`src/rtl/mem_fill_arbiter_pkg.sv`:
```
// mem_arb_pkg: shared types and defaults for the cache fill arbiter.
//   arb_state_t   - arbiter FSM states
//   *_DEFAULT     - default ADDR_W / DATA_W / WORDS parameter values
//   FILL_SEL_I/D  - fill target encoding (0 = I-cache, 1 = D-cache)
package mem_arb_pkg;

    localparam int ADDR_W_DEFAULT = 16;
    localparam int DATA_W_DEFAULT = 16;
    localparam int WORDS_DEFAULT  = 8;
    localparam int IDX_W          = 3;

    localparam logic FILL_SEL_I = 1'b0;
    localparam logic FILL_SEL_D = 1'b1;

    typedef enum logic [1:0] {
        IDLE  = 2'd0,
        WRITE = 2'd1,
        FILL  = 2'd2,
        COOL  = 2'd3
    } arb_state_t;

endpackage

```
`src/rtl/mem_fill_arbiter_counter.sv`:
```
// fill_word_counter: 3-bit word counter for block fills.
//   clk, rst_n - clock, async active-low reset
//   clr        - synchronous clear (wins over en)
//   en         - advance one word; wraps to 0 after LAST
//   cnt        - current word index
//   term       - cnt is the last word of the block
module fill_word_counter
    import mem_arb_pkg::*;
#(
    parameter int LAST = WORDS_DEFAULT - 1
) (
    input  logic             clk,
    input  logic             rst_n,
    input  logic             clr,
    input  logic             en,
    output logic [IDX_W-1:0] cnt,
    output logic             term
);

    localparam logic [IDX_W-1:0] LAST_C = IDX_W'(LAST);

    always_ff @(posedge clk or negedge rst_n) begin
        if (!rst_n)
            cnt <= '0;
        else if (clr)
            cnt <= '0;
        else if (en)
            cnt <= (cnt == LAST_C) ? '0 : cnt + 1'b1;
    end

    assign term = (cnt == LAST_C);

endmodule

```
`src/rtl/mem_fill_arbiter.sv`:
```
// mem_fill_arbiter: shares one memory port between D-cache write-through
// and I/D-cache block fills.
//   ic_miss/ic_addr, dc_miss/dc_addr - held miss requests (until *_fill_done)
//   dc_wr_req/addr/data, dc_wr_ack   - held write request, one-cycle accept
//   mem_*                            - memory strobe/address/data, read return
//   fill_we/sel/idx/data             - fill word write into the selected cache
//   ic_fill_done, dc_fill_done       - one-cycle fill completion
//   busy                             - arbiter not idle
module mem_fill_arbiter
    import mem_arb_pkg::*;
#(
    parameter int ADDR_W = ADDR_W_DEFAULT,
    parameter int DATA_W = DATA_W_DEFAULT,
    parameter int WORDS  = WORDS_DEFAULT
) (
    input  logic              clk,
    input  logic              rst_n,
    input  logic              ic_miss,
    input  logic [ADDR_W-1:0] ic_addr,
    input  logic              dc_miss,
    input  logic [ADDR_W-1:0] dc_addr,
    input  logic              dc_wr_req,
    input  logic [ADDR_W-1:0] dc_wr_addr,
    input  logic [DATA_W-1:0] dc_wr_data,
    output logic              dc_wr_ack,
    output logic              mem_en,
    output logic              mem_wr,
    output logic [ADDR_W-1:0] mem_addr,
    output logic [DATA_W-1:0] mem_wdata,
    input  logic [DATA_W-1:0] mem_rdata,
    input  logic              mem_rvalid,
    output logic              fill_we,
    output logic              fill_sel,
    output logic [IDX_W-1:0]  fill_idx,
    output logic [DATA_W-1:0] fill_data,
    output logic              ic_fill_done,
    output logic              dc_fill_done,
    output logic              busy
);

    // Byte offset bits within a block (WORDS words of 2 bytes each).
    localparam int OFS_W = $clog2(WORDS * 2);
    localparam logic [ADDR_W-1:0] BASE_MASK = ~ADDR_W'((1 << OFS_W) - 1);

    arb_state_t        state;
    logic [ADDR_W-1:0] base;
    logic              sel_q;
    logic              last_fill;
    logic              issue_done;

    logic [IDX_W-1:0]  issue_cnt, recv_cnt;
    logic              issue_last, recv_last;
    logic              grant_miss, grant_sel;
    logic [ADDR_W-1:0] miss_addr;

    wire in_fill  = (state == FILL);
    wire in_write = (state == WRITE);
    wire issue_en = in_fill && !issue_done;
    wire recv_en  = in_fill && mem_rvalid;
    wire start    = (state == IDLE) && !dc_wr_req && grant_miss;

    // Miss arbitration: with both pending, the side not served last wins.
    always_comb begin
        grant_miss = 1'b0;
        grant_sel  = FILL_SEL_I;
        if (ic_miss && dc_miss) begin
            grant_miss = 1'b1;
            grant_sel  = ~last_fill;
        end else if (dc_miss) begin
            grant_miss = 1'b1;
            grant_sel  = FILL_SEL_D;
        end else if (ic_miss) begin
            grant_miss = 1'b1;
            grant_sel  = FILL_SEL_I;
        end
    end

    assign miss_addr = (grant_sel == FILL_SEL_D) ? dc_addr : ic_addr;

    fill_word_counter #(.LAST(WORDS - 1)) u_issue_cnt (
        .clk   (clk),
        .rst_n (rst_n),
        .clr   (start),
        .en    (issue_en),
        .cnt   (issue_cnt),
        .term  (issue_last)
    );

    fill_word_counter #(.LAST(WORDS - 1)) u_recv_cnt (
        .clk   (clk),
        .rst_n (rst_n),
        .clr   (start),
        .en    (recv_en),
        .cnt   (recv_cnt),
        .term  (recv_last)
    );

    always_ff @(posedge clk or negedge rst_n) begin
        if (!rst_n) begin
            state      <= IDLE;
            base       <= '0;
            sel_q      <= FILL_SEL_I;
            last_fill  <= FILL_SEL_I;
            issue_done <= 1'b0;
        end else begin
            case (state)
                IDLE: begin
                    if (dc_wr_req) begin
                        state <= WRITE;
                    end else if (grant_miss) begin
                        state      <= FILL;
                        base       <= miss_addr & BASE_MASK;
                        sel_q      <= grant_sel;
                        last_fill  <= grant_sel;
                        issue_done <= 1'b0;
                    end
                end
                WRITE: state <= IDLE;
                FILL: begin
                    // The 3-bit issue counter wraps, so a flag marks the block as issued.
                    if (issue_en && issue_last)
                        issue_done <= 1'b1;
                    if (recv_en && recv_last)
                        state <= COOL;
                end
                COOL:    state <= IDLE;
                default: state <= IDLE;
            endcase
        end
    end

    assign dc_wr_ack = in_write;
    assign mem_en    = in_write || issue_en;
    assign mem_wr    = in_write;
    assign mem_addr  = in_write ? dc_wr_addr :
                       issue_en ? base + ADDR_W'({issue_cnt, 1'b0}) : '0;
    assign mem_wdata = in_write ? dc_wr_data : '0;

    assign fill_we      = recv_en;
    assign fill_sel     = sel_q;
    assign fill_idx     = recv_cnt;
    assign fill_data    = recv_en ? mem_rdata : '0;
    assign ic_fill_done = recv_en && recv_last && (sel_q == FILL_SEL_I);
    assign dc_fill_done = recv_en && recv_last && (sel_q == FILL_SEL_D);
    assign busy         = (state != IDLE);

endmodule
```
`config.mk`:
```
export PLATFORM = sky130hd
export DESIGN_NAME = mem_fill_arbiter
export DESIGN_NICKNAME = d
export VERILOG_FILES = /design/src/rtl/mem_fill_arbiter_pkg.sv /design/src/rtl/mem_fill_arbiter_counter.sv /design/src/rtl/mem_fill_arbiter.sv
export SDC_FILE = /design/constraint.sdc
export NUM_CORES = 1
export LEC_CHECK = 0
export CORE_UTILIZATION = 30
export DETAILED_ROUTE_END_ITERATION = 10
export PLACE_DENSITY_LB_ADDON = 0.3
export SLEW_MARGIN = 20
export SYNTH_ARGS = -nofsm -noshare
export SYNTH_HDL_FRONTEND = slang
export SYNTH_SLANG_ARGS = --single-unit
export TNS_END_PERCENT = 20
```
`constraint.sdc`:
```
create_clock -name clk -period 3.3 [get_ports clk]
set_clock_uncertainty 0.15 [all_clocks]
set_input_delay 0.495 -clock clk [delete_from_list [all_inputs] [get_ports clk]]
set_output_delay 0.495 -clock clk [all_outputs]
set_load 0.02 [all_outputs]
```
==> out/results.txt, run 1 <==
Max stage delay cell, worst path: clkdlybuf4s50_1
Run status: finished, final reports clean
Final period util: 90.4%
Clk pin slew, worst setup/hold paths: 0.08 ns
Register area share after synthesis: 36.6%
Worst path max stage delay: 0.62 ns
CTS tree: built
Fmax: 335 MHz
I/O Buffers: 136
CTS root buf: clkbuf_8
Area Overhead vs Synth: 98.0%
Final Max Slew Viols: 0
Sequential cell fraction of total power: 24.3%
Switching Share: 39.0%
GRT busiest layer: met2
Worst Setup Start Kind: input pin
P_int: 1.24 mW
Share of cells above drive strength 1: 14.9%
Nets: 372
Critical path class: in -> out
CP dominant cell by count: clkdlybuf4s50_1
R2R depth: 4
Synth area leader: dfrtp_1
# rows: 25
Worst EP arrival: 2.34 ns
Mapped Nets: 236
Worst path cell trace: clkdlybuf4s50_1, nand3b_1, inv_1, nand2_1, nor2_1, clkdlybuf4s50_1
Wire per inst: 13.0 um
Combinational Power Share: 66.3%
Post-Syn Area per Cell: 10.3 um2
Pin count of the biggest net entering global routing: 26
Synthesized area: 0.00151 mm2
Yosys warns: 0
Worst Tran Pin Value: 0.521 ns
Placed instance area: 0.00293 mm2
Mapped Cells: 146
Clk buf depth: 2
CP Buf/Inv Count: 3
Setup-failing EPs final: 0
GPL Wtd Cong: 0.744
Post-CTS Hold Fix Bufs: 0
Reg-to-reg endpoint: base[15]
RSZ-0062 raised after global routing: no
Slew headroom: 65.2%
Clk pwr share: 9.4%
DR vias: 1,594
WL final: 4.53 mm
GR Util met1: 16.4%
Top Ports: 145
FF+latch count, synth: 22
HPWL after DPL: 3.73 mm
Antenna Violating Nets Remaining: 0
Postcts setup bufs: 0
Reg-to-reg startpoint: state[1]
FF-to-FF setup slack: 1.43 ns
Post-synthesis xor/xnor area fraction: 0%
Peak VDD IR: 296 uV
Minimum clock period: 2.98 ns
Starting Density: 31.5%
Ant. Diodes: 0
Cts bufs inserted: 3
Design Area, Final: 0.00298 mm2
Post-synthesis adder-cell area fraction: 3.33%
Post-synthesis compound-gate area fraction: 11.7%
Max FO, Critical Path: 21
Global-route wire length before repair: 7.16 mm
Worst hold path class: in -> async
Drt drc: 0
Clk sink count: 22
CP top delay family: buffers and inverters
DRT iter0 DRCs: 32
Max Cap Violations: 0
Share of the synthesized area in the top cell type: 36.6%
Minimum hold slack: 0.0507 ns
Synth Area in Simple Gates: 21.9%
H-tree Lvls: 1
Number of global-route vias before repair: 1,618
TNS Setup: 0 ns
Die X: 72.8 um
Fin. Hold Viols: 0
Mux contribution to synthesized area: 20.7%
Distinct cells, synth: 27
Die height: 72.8 um
M3 GR Usage: 5.11%
Worst skew pair latency: 0.26 ns
Post-CTS Resized: 0
Met2 Usage GRT: 35.7%
Leakage: 1.23 nW
Total global routing track utilization: 17.5%
Setup crit end kind: primary output
Die area: 0.00530 mm2
GR Overflow Total: 0
CP required: 2.65 ns
PD cells: 681 mW/mm2
Core area: 0.00479 mm2
Vias per cell: 4.58
Fillcell total: 437
1st-pass router iterations: 3
Initial antenna violation count: 0
NetSw: 0.791 mW
Largest cells by area after synthesis: dfrtp_1 (37%), mux2_2 (18%), and2_1 (14%), a22o_1 (8.7%), ha_1 (3.3%)
Largest family of logic cells by synthesized area: simple AND/OR/NAND/NOR gates
## sequential cells by signal (all words and copies together) (netlist names)
name	flops
base	12
issue_done	1
last_fill	1
state	2
u_issue_cnt.cnt	3
u_recv_cnt.cnt	3
## metal layers
metal / share of wire (%) / vias up / wire length (um)
met5: 0 / - / 0
li1: - / 774 / -
met4: 0.84 / 0 / 38
met1: 36 / 722 / 1620
met2: 52 / 96 / 2340
met3: 12 / 2 / 532
## placed cells by master (no fill, tap or decap), drive strengths merged, types with 4 or more instances in the layout
master | netlist | final
mux2 | 25 | 25
dfrtp | 22 | 22
and2 | 33 | 33
buf | 8 | 7
inv | 4 | 4
nand2 | 5 | 5
nor2 | 7 | 7
ha | 4 | 4
clkdlybuf4s50 | 0 | 135
clkbuf | 3 | 4
a22o | 15 | 15
## how the worst max path moves through the flow
| stage | from | endpoint | cells after the start |
|---|---|---|---|
| final | mem_rvalid | ic_fill_done | 6 |
| after global placement | mem_rvalid | ic_fill_done | 6 |
| after CTS | mem_rvalid | ic_fill_done | 6 |
| after global routing | mem_rvalid | ic_fill_done | 6 |
| after floorplan | state[0] | mem_wdata[10] | 4 |
| after detailed placement | mem_rvalid | ic_fill_done | 6 |
## synthesized netlist by cell type (all sizes together)
cell type	n
dfrtp	22
mux2	25
clkbuf	3
nor3b	1
nand3b	2
a21boi	1
nor3	1
ha	4
or2	2
a21oi	2
inv	4
a21o	1
and2	33
and3	1
o21ai	3
nand3	1
or3	1
nor2b	1
a22o	15
nor2	7
nand2	5
mux2i	3
buf	8
## logic make-up (layout without fill, tap and decap cells)
family | after synthesis | in the layout
buffers and inverters | 15 | 150
multiplexers | 28 | 28
AO/OA/AOI/OAI | 22 | 22
flip-flops | 22 | 22
AND/OR/NAND/NOR | 55 | 55
adder cells (fa/ha/maj) | 4 | 4
## layout make-up
cell class | instances | area [um2] | area share (%)
multi-input cells | 109 | 875 | 29.3
repair buffers | 142 | 1400 | 47.0
clock buffers | 4 | 55.1 | 1.85
flip-flops and latches | 22 | 551 | 18.5
inverters | 4 | 15.0 | 0.504
well taps | 67 | 83.8 | 2.81
## metrics by stage
stage / power [mW] / std cells / setup slack, ns / util, %
finish: 2.03 / 348 / 0.315 / 62.3
global route: 2.18 / 348 / 0.135 / 62.3
CTS: 2.06 / 348 / 0.283 / 62.4
detailed placement: 1.86 / 344 / 0.310 / 61.2
global placement: 1.84 / 344 / 0.315 / 61.2
floorplan: 1.26 / 146 / 1.30 / -
## worst register-to-register path: cells and delay by family (launching register included)
family,cells,cell delay [ns]
buffers and inverters,1,0.29
flip-flops,1,0.44
multiplexers,1,0.36
AND/OR/NAND/NOR,2,0.52
## power groups by stage
stage	Sequential, mW	Combinational (mW)	Clock (mW)
after CTS	0.496	1.37	0.204
after global placement	0.496	1.35	0
final	0.493	1.35	0.192
after floorplan	0.498	0.760	0
after detailed placement	0.502	1.36	0
after global routing	0.513	1.45	0.213
Power figures use the tool's default switching activity.
==> inputs of run 2 (changes only) <==
--- a/config.mk
+++ b/config.mk
@@ -5,8 +5,10 @@
 export SDC_FILE = /design/constraint.sdc
 export NUM_CORES = 1
 export LEC_CHECK = 0
+export CORE_MARGIN = 8
 export CORE_UTILIZATION = 30
 export DETAILED_ROUTE_END_ITERATION = 10
+export DONT_BUFFER_PORTS = 1
 export PLACE_DENSITY_LB_ADDON = 0.3
 export SLEW_MARGIN = 20
 export SYNTH_ARGS = -nofsm -noshare
==> run 2 against run 1 <==
  * Hold slack got worse by 0.012 ns
  * Critical path depth down 2
  * Register-to-register slack got worse by 0.29 ns
  * Critical path type is now reg -> out
  * Critical endpoint is now mem_addr[2]
==> out/results.txt, run 2 (synthesis results as in run 1) <==
Die X: 86.8 um (+19%)
Fin. Hold Viols: 0 (unchanged)
Initial antenna violation count: 0 (unchanged)
Starting Density: 31.5% (unchanged)
Clk pin slew, worst setup/hold paths: 0.08 ns (about the same)
HPWL after DPL: 3.83 mm (+2.7%)
Final Max Slew Viols: 0 (unchanged)
R2R depth: 4 (unchanged)
Clk sink count: 22 (unchanged)
Share of cells above drive strength 1: 27.3% (+12 points)
Reg-to-reg startpoint: state[1]
Worst Setup Start Kind: flip-flop
Max FO, Critical Path: 24 (+14%)
Area Overhead vs Synth: 6.73%
I/O Buffers: 0 (-100%)
Vias per cell: 5.36 (+17%)
1st-pass router iterations: 4 (+1)
Biggest register: base
DR vias: 1,125 (-29%)
Wire per inst: 21.4 um (+64%)
Top Ports: 145 (unchanged)
Final Non-Filler Cells: 210 (-40%)
Slew headroom: 50.2% (-15 points)
Antenna Violating Nets Remaining: 0 (unchanged)
Fmax: 387 MHz (+16%)
CP required: 2.65 ns (about the same)
Global-route wire length before repair: 6.86 mm (-4.2%)
Ant. Diodes: 0 (unchanged)
Worst hold path class: in -> async
Setup-failing EPs final: 0 (unchanged)
Worst EP arrival: 1.94 ns (-0.40 ns)
CTS root buf: clkbuf_8
DRT iter0 DRCs: 26 (-19%)
Run status: finished, final reports clean
Final period util: 78.2% (-12 points)
Placed instance area: 0.00155 mm2 (-47%)
Clk buf depth: 2 (unchanged)
Cts bufs inserted: 3 (unchanged)
Largest register FFs: 12 (unchanged)
Tot Pwr: 1.57 mW (-23%)
Top Registers: base: 12 flops, u_issue_cnt.cnt: 3 flops, u_recv_cnt.cnt: 3 flops
Setup crit end kind: primary output
Core area: 0.00479 mm2 (unchanged)
RSZ-0062 raised after global routing: no
GPL Wtd Cong: 0.694 (-6.7%)
Die area: 0.00754 mm2 (+42%)
Most frequent cells in the layout: and2_1 (33), mux2_2 (24), dfrtp_1 (22)
Drt drc: 0 (unchanged)
Reg-to-reg endpoint: base[15]
Minimum hold slack: 0.0391 ns (-0.0117 ns)
Minimum clock period: 2.58 ns (-0.403 ns)
Peak VDD IR: 325 uV (+9.6%)
WL final: 4.49 mm (-1.0%)
H-tree Lvls: 1 (unchanged)
Critical path class: reg -> out
Design Area, Final: 0.00161 mm2 (-46%)
TNS Setup: 0 ns (unchanged)
Dpl cells: 205 (-40%)
FF-to-FF setup slack: 1.14 ns (-0.29 ns)
Die height: 86.8 um (+19%)
# rows: 25 (unchanged)
PD cells: 974 mW/mm2 (+43%)
GR Overflow Total: 0 (unchanged)
Nets: 234 (-37%)
Pin count of the biggest net entering global routing: 25 (-3.8%)
Leakage: 0.709 nW (-42%)
Max Cap Violations: 0 (unchanged)
Number of global-route vias before repair: 1,296 (-20%)
CP startpoint: state[0]
CTS tree: built
Post-CTS Resized: 0 (unchanged)
Most common cell after layout, fill and taps aside: and2_1
Worst skew pair latency: 0.26 ns (about the same)
Worst Tran Pin Value: 0.743 ns (+0.222 ns)
Total global routing track utilization: 11.3% (-6.2 points)
-- run 2: worst max path at each step --
stage | to | depth (start not counted) | slack (ns)
after floorplan | mem_wdata[10] | 4 | 1.30
after global placement | mem_addr[2] | 4 | 1.07
after detailed placement | mem_addr[2] | 4 | 1.02
after CTS | mem_addr[8] | 3 | 0.71
after global routing | mem_addr[2] | 4 | 0.59
final | mem_addr[2] | 4 | 0.72
-- run 2: worst max-delay path, stage by stage, from the launching register on --
cell,delay [ns]
dfrtp_1,0.42
inv_1,0.10
nor2_2,0.45
buf_4,0.38
a22o_1,0.32
-- run 2: what timing repair did --
item | 4_1_cts | 5_1_grt
endpoints found under the hold margin | 22 | 0
hold buffers | 1 | 0
setup buffers | 0 | 0
-- run 2: report_power, final --
part           internal, mW  switching (mW)  total, mW
registers             0.398           0.135      0.533
clock network         0.106          0.0836      0.190
logic                 0.309           0.533      0.842
-- run 2: metal layers --
layer	part of all wire [%]	GRT usage [%]	vias up
met4	1.5	4.85	0
met5	0	0	-
met1	38	11.6	528
met2	49	20.3	96
met3	12	3.69	4
li1	-	-	497
-- run 2: cell type report --
class / instances / area (um2)
Fill cell: 501 / 3180
Multi-Input combinational cell: 109 / 875
Sequential cell: 22 / 551
Tap cell: 67 / 83.8
Clock buffer: 4 / 55.1
Timing Repair Buffer: 4 / 27.5
Inverter: 4 / 15.0
-- run 2: through the flow --
| stage | setup WS (ns) | util, % |
|---|---|---|
| after floorplan | 1.30 | - |
| after global placement | 1.07 | 32.3 |
| after detailed placement | 1.02 | 32.3 |
| after CTS | 0.708 | 33.7 |
| after global routing | 0.590 | 33.6 |
| final | 0.719 | 33.6 |
==> inputs of run 3 (changes only) <==
==> constraint.sdc (replaced) <==
create_clock -name clk -period 2.43 [get_ports clk]
set_clock_uncertainty 0.15 [all_clocks]
set_input_delay 0.3645 -clock clk [delete_from_list [all_inputs] [get_ports clk]]
set_output_delay 0.3645 -clock clk [all_outputs]
set_load 0.02 [all_outputs]
==> run 3 against run 2 <==
  * Sequential cell count stayed put
  * Clock power up 42%
  * Sequential power is 35% higher
  * Count of clock-buffer cells in the layout unchanged
  * Routed wire length increased by 4.2%
  * First-iteration DRC count increased by 35%
  * Sequential share of layout area is 0.91 points lower
  * Utilization grew 0.92 points
  * Largest power group unchanged
  * Via count is 0.80% higher
  * Critical path depth is the same
  * Combinational power grew 40%
  * Largest cell class unchanged
  * Critical path type unchanged
  * Die area stayed put
==> out/results.txt, run 3 (synthesis results as in run 1) <==
Reg-to-reg startpoint: last_fill
Cts bufs inserted: 3 (unchanged)
Final core area utilization: 34.5% (+0.92 points)
Minimum hold slack: 0.0840 ns (+0.0450 ns)
Multi-input gate area: 875 um2 (unchanged)
CTS root buf: clkbuf_8
Critical path class: reg -> out
Design Area, Final: 0.00165 mm2 (+2.7%)
Final Max Slew Viols: 0 (unchanged)
R2R depth: 4 (unchanged)
PnR worst setup slack: 0.218 ns (-0.501 ns)
CP required: 1.92 ns (-0.73 ns)
DRT iter0 DRCs: 35 (+35%)
1st-pass router iterations: 3 (-1)
Worst skew pair latency: 0.26 ns (about the same)
Dpl cells: 209 (+2.0%)
Largest register FFs: 12 (unchanged)
Biggest register: base
Number of global-route vias before repair: 1,283 (-1.0%)
Die area: 0.00754 mm2 (unchanged)
Most frequent cells in the layout: and2_1 (33), mux2_2 (24), dfrtp_1 (22)
Run status: finished, final reports clean
Fillcell total: 483 (-3.6%)
# rows: 25 (unchanged)
CP startpoint: state[0]
Drt drc: 0 (unchanged)
RSZ-0062 raised after global routing: no
GR Overflow Total: 0 (unchanged)
Reg area: 551 um2 (unchanged)
Antenna Violating Nets Remaining: 0 (unchanged)
Max FO, Critical Path: 13 (-46%)
Final Non-Filler Cells: 215 (+2.4%)
Ant. Diodes: 0 (unchanged)
Top Ports: 145 (unchanged)
H-tree Lvls: 1 (unchanged)
NetSw: 1.04 mW (+39%)
Max Cap Violations: 0 (unchanged)
Fmax: 452 MHz
Clk pwr share: 12.4% (+0.3 points)
Worst EP arrival: 1.70 ns (-0.24 ns)
Total global routing track utilization: 11.6% (+0.37 points)
Peak VDD IR: 459 uV (+41%)
Clk sink count: 22 (unchanged)
GPL Wtd Cong: 0.724 (+4.3%)
P_int: 1.13 mW (+39%)
Die height: 86.8 um (unchanged)
Sequential cell fraction of total power: 33.2% (-0.9 points)
Die X: 86.8 um (unchanged)
Pre-CTS WS: 0.464 ns (-0.551 ns)
Area Overhead vs Synth: 9.64%
Pin count of the biggest net entering global routing: 23 (-8.0%)
Placed instance area: 0.00158 mm2 (+1.9%)
Clk pin slew, worst setup/hold paths: 0.09 ns (about the same)
Worst Setup Start Kind: flip-flop
Setup crit end kind: primary output
Minimum clock period: 2.21 ns
Slew headroom: 65.5% (+15 points)
Switching Share: 48.1% (about the same)
Combinational Power Share: 54.4% (+0.6 points)
Clk buf depth: 2 (unchanged)
Core area: 0.00479 mm2 (unchanged)
TNS Setup: 0 ns (unchanged)
Worst hold path class: in -> reg
FF-to-FF setup slack: 0.49 ns (-0.65 ns)
Leakage: 0.725 nW (+2.3%)
Most common cell after layout, fill and taps aside: and2_1
Starting Density: 31.5% (unchanged)
Initial antenna violation count: 0 (unchanged)
WL final: 4.68 mm (+4.2%)
Top Registers: base: 12 flops, u_issue_cnt.cnt: 3 flops, u_recv_cnt.cnt: 3 flops
Vias per cell: 5.27 (-1.5%)
Reg-to-reg endpoint: base[9]
Share of cells above drive strength 1: 29.7% (+2.5 points)
Setup-failing EPs final: 0 (unchanged)
Worst Tran Pin Value: 0.518 ns (-0.225 ns)
Tot Pwr: 2.17 mW (+39%)
Nets: 239 (+2.1%)
Global-route wire length before repair: 7.00 mm (+2.1%)
CTS tree: built
HPWL after DPL: 3.93 mm (+2.7%)
PD cells: 1320 mW/mm2 (+35%)
Setup crit end: mem_addr[2]
DR vias: 1,134 (+0.80%)
Wire per inst: 21.7 um (+1.7%)
I/O Buffers: 0 (unchanged)
Final period util: 91.0%
Fin. Hold Viols: 0 (unchanged)
-- run 3: changes by cell type in the layout (fill, tap and decap cells not counted), sizes merged --
cell / change
buf: +4
clkinvlp: +1
dlygate4sd3: +1
inv: -1
-- run 3: critical path: stages (launching register included) --
cell and delay [ns]:
dfrtp_1 0.41, inv_1 0.10, nor2_2 0.35, buf_4 0.27
a22o_1 0.29
-- run 3: layer usage --
metal	global-route usage [%]	share of wire, %	vias to the layer above
met2	21.6	51	92
met4	4.07	0.73	0
met1	11.8	38	533
met3	3.78	11	2
li1	-	-	507
met5	0	0	-
-- run 3: power by group through the flow --
stage / combinational (mW) / clock [mW] / sequential [mW]
2_1_floorplan: 1.03 / 0 / 0.676
3_5_place_dp: 1.19 / 0 / 0.735
3_3_place_gp: 1.15 / 0 / 0.720
6_report: 1.18 / 0.269 / 0.721
4_1_cts: 1.20 / 0.276 / 0.726
5_1_grt: 1.28 / 0.290 / 0.749
-- run 3: layout make-up --
| class | count | area share [%] |
|---|---|---|
| multi-input cells | 109 | 53.0 |
| flip-flops and latches | 22 | 33.4 |
| well taps | 67 | 5.08 |
| repair buffers | 9 | 4.09 |
| clock buffers | 4 | 3.34 |
| inverters | 4 | 1.14 |
-- run 3: how the worst min path moves through the flow --
stage / from / endpoint / slack, ns / cells after the start
5_1_grt: dc_wr_req / state[0] / 0.1 / 2
6_report: dc_wr_req / state[0] / 0.08 / 2
2_1_floorplan: rst_n / base[10] / -0.08 / 0
3_3_place_gp: rst_n / base[7] / -0.08 / 0
4_1_cts: dc_wr_req / state[0] / 0.08 / 2
3_5_place_dp: rst_n / base[7] / -0.08 / 0
-- run 3: what timing repair did --
action	CTS	global route
endpoints found under the setup margin	0	1
setup buffers	0	0
hold buffers	1	1
endpoints found under the hold margin	22	22
resized for setup	0	1
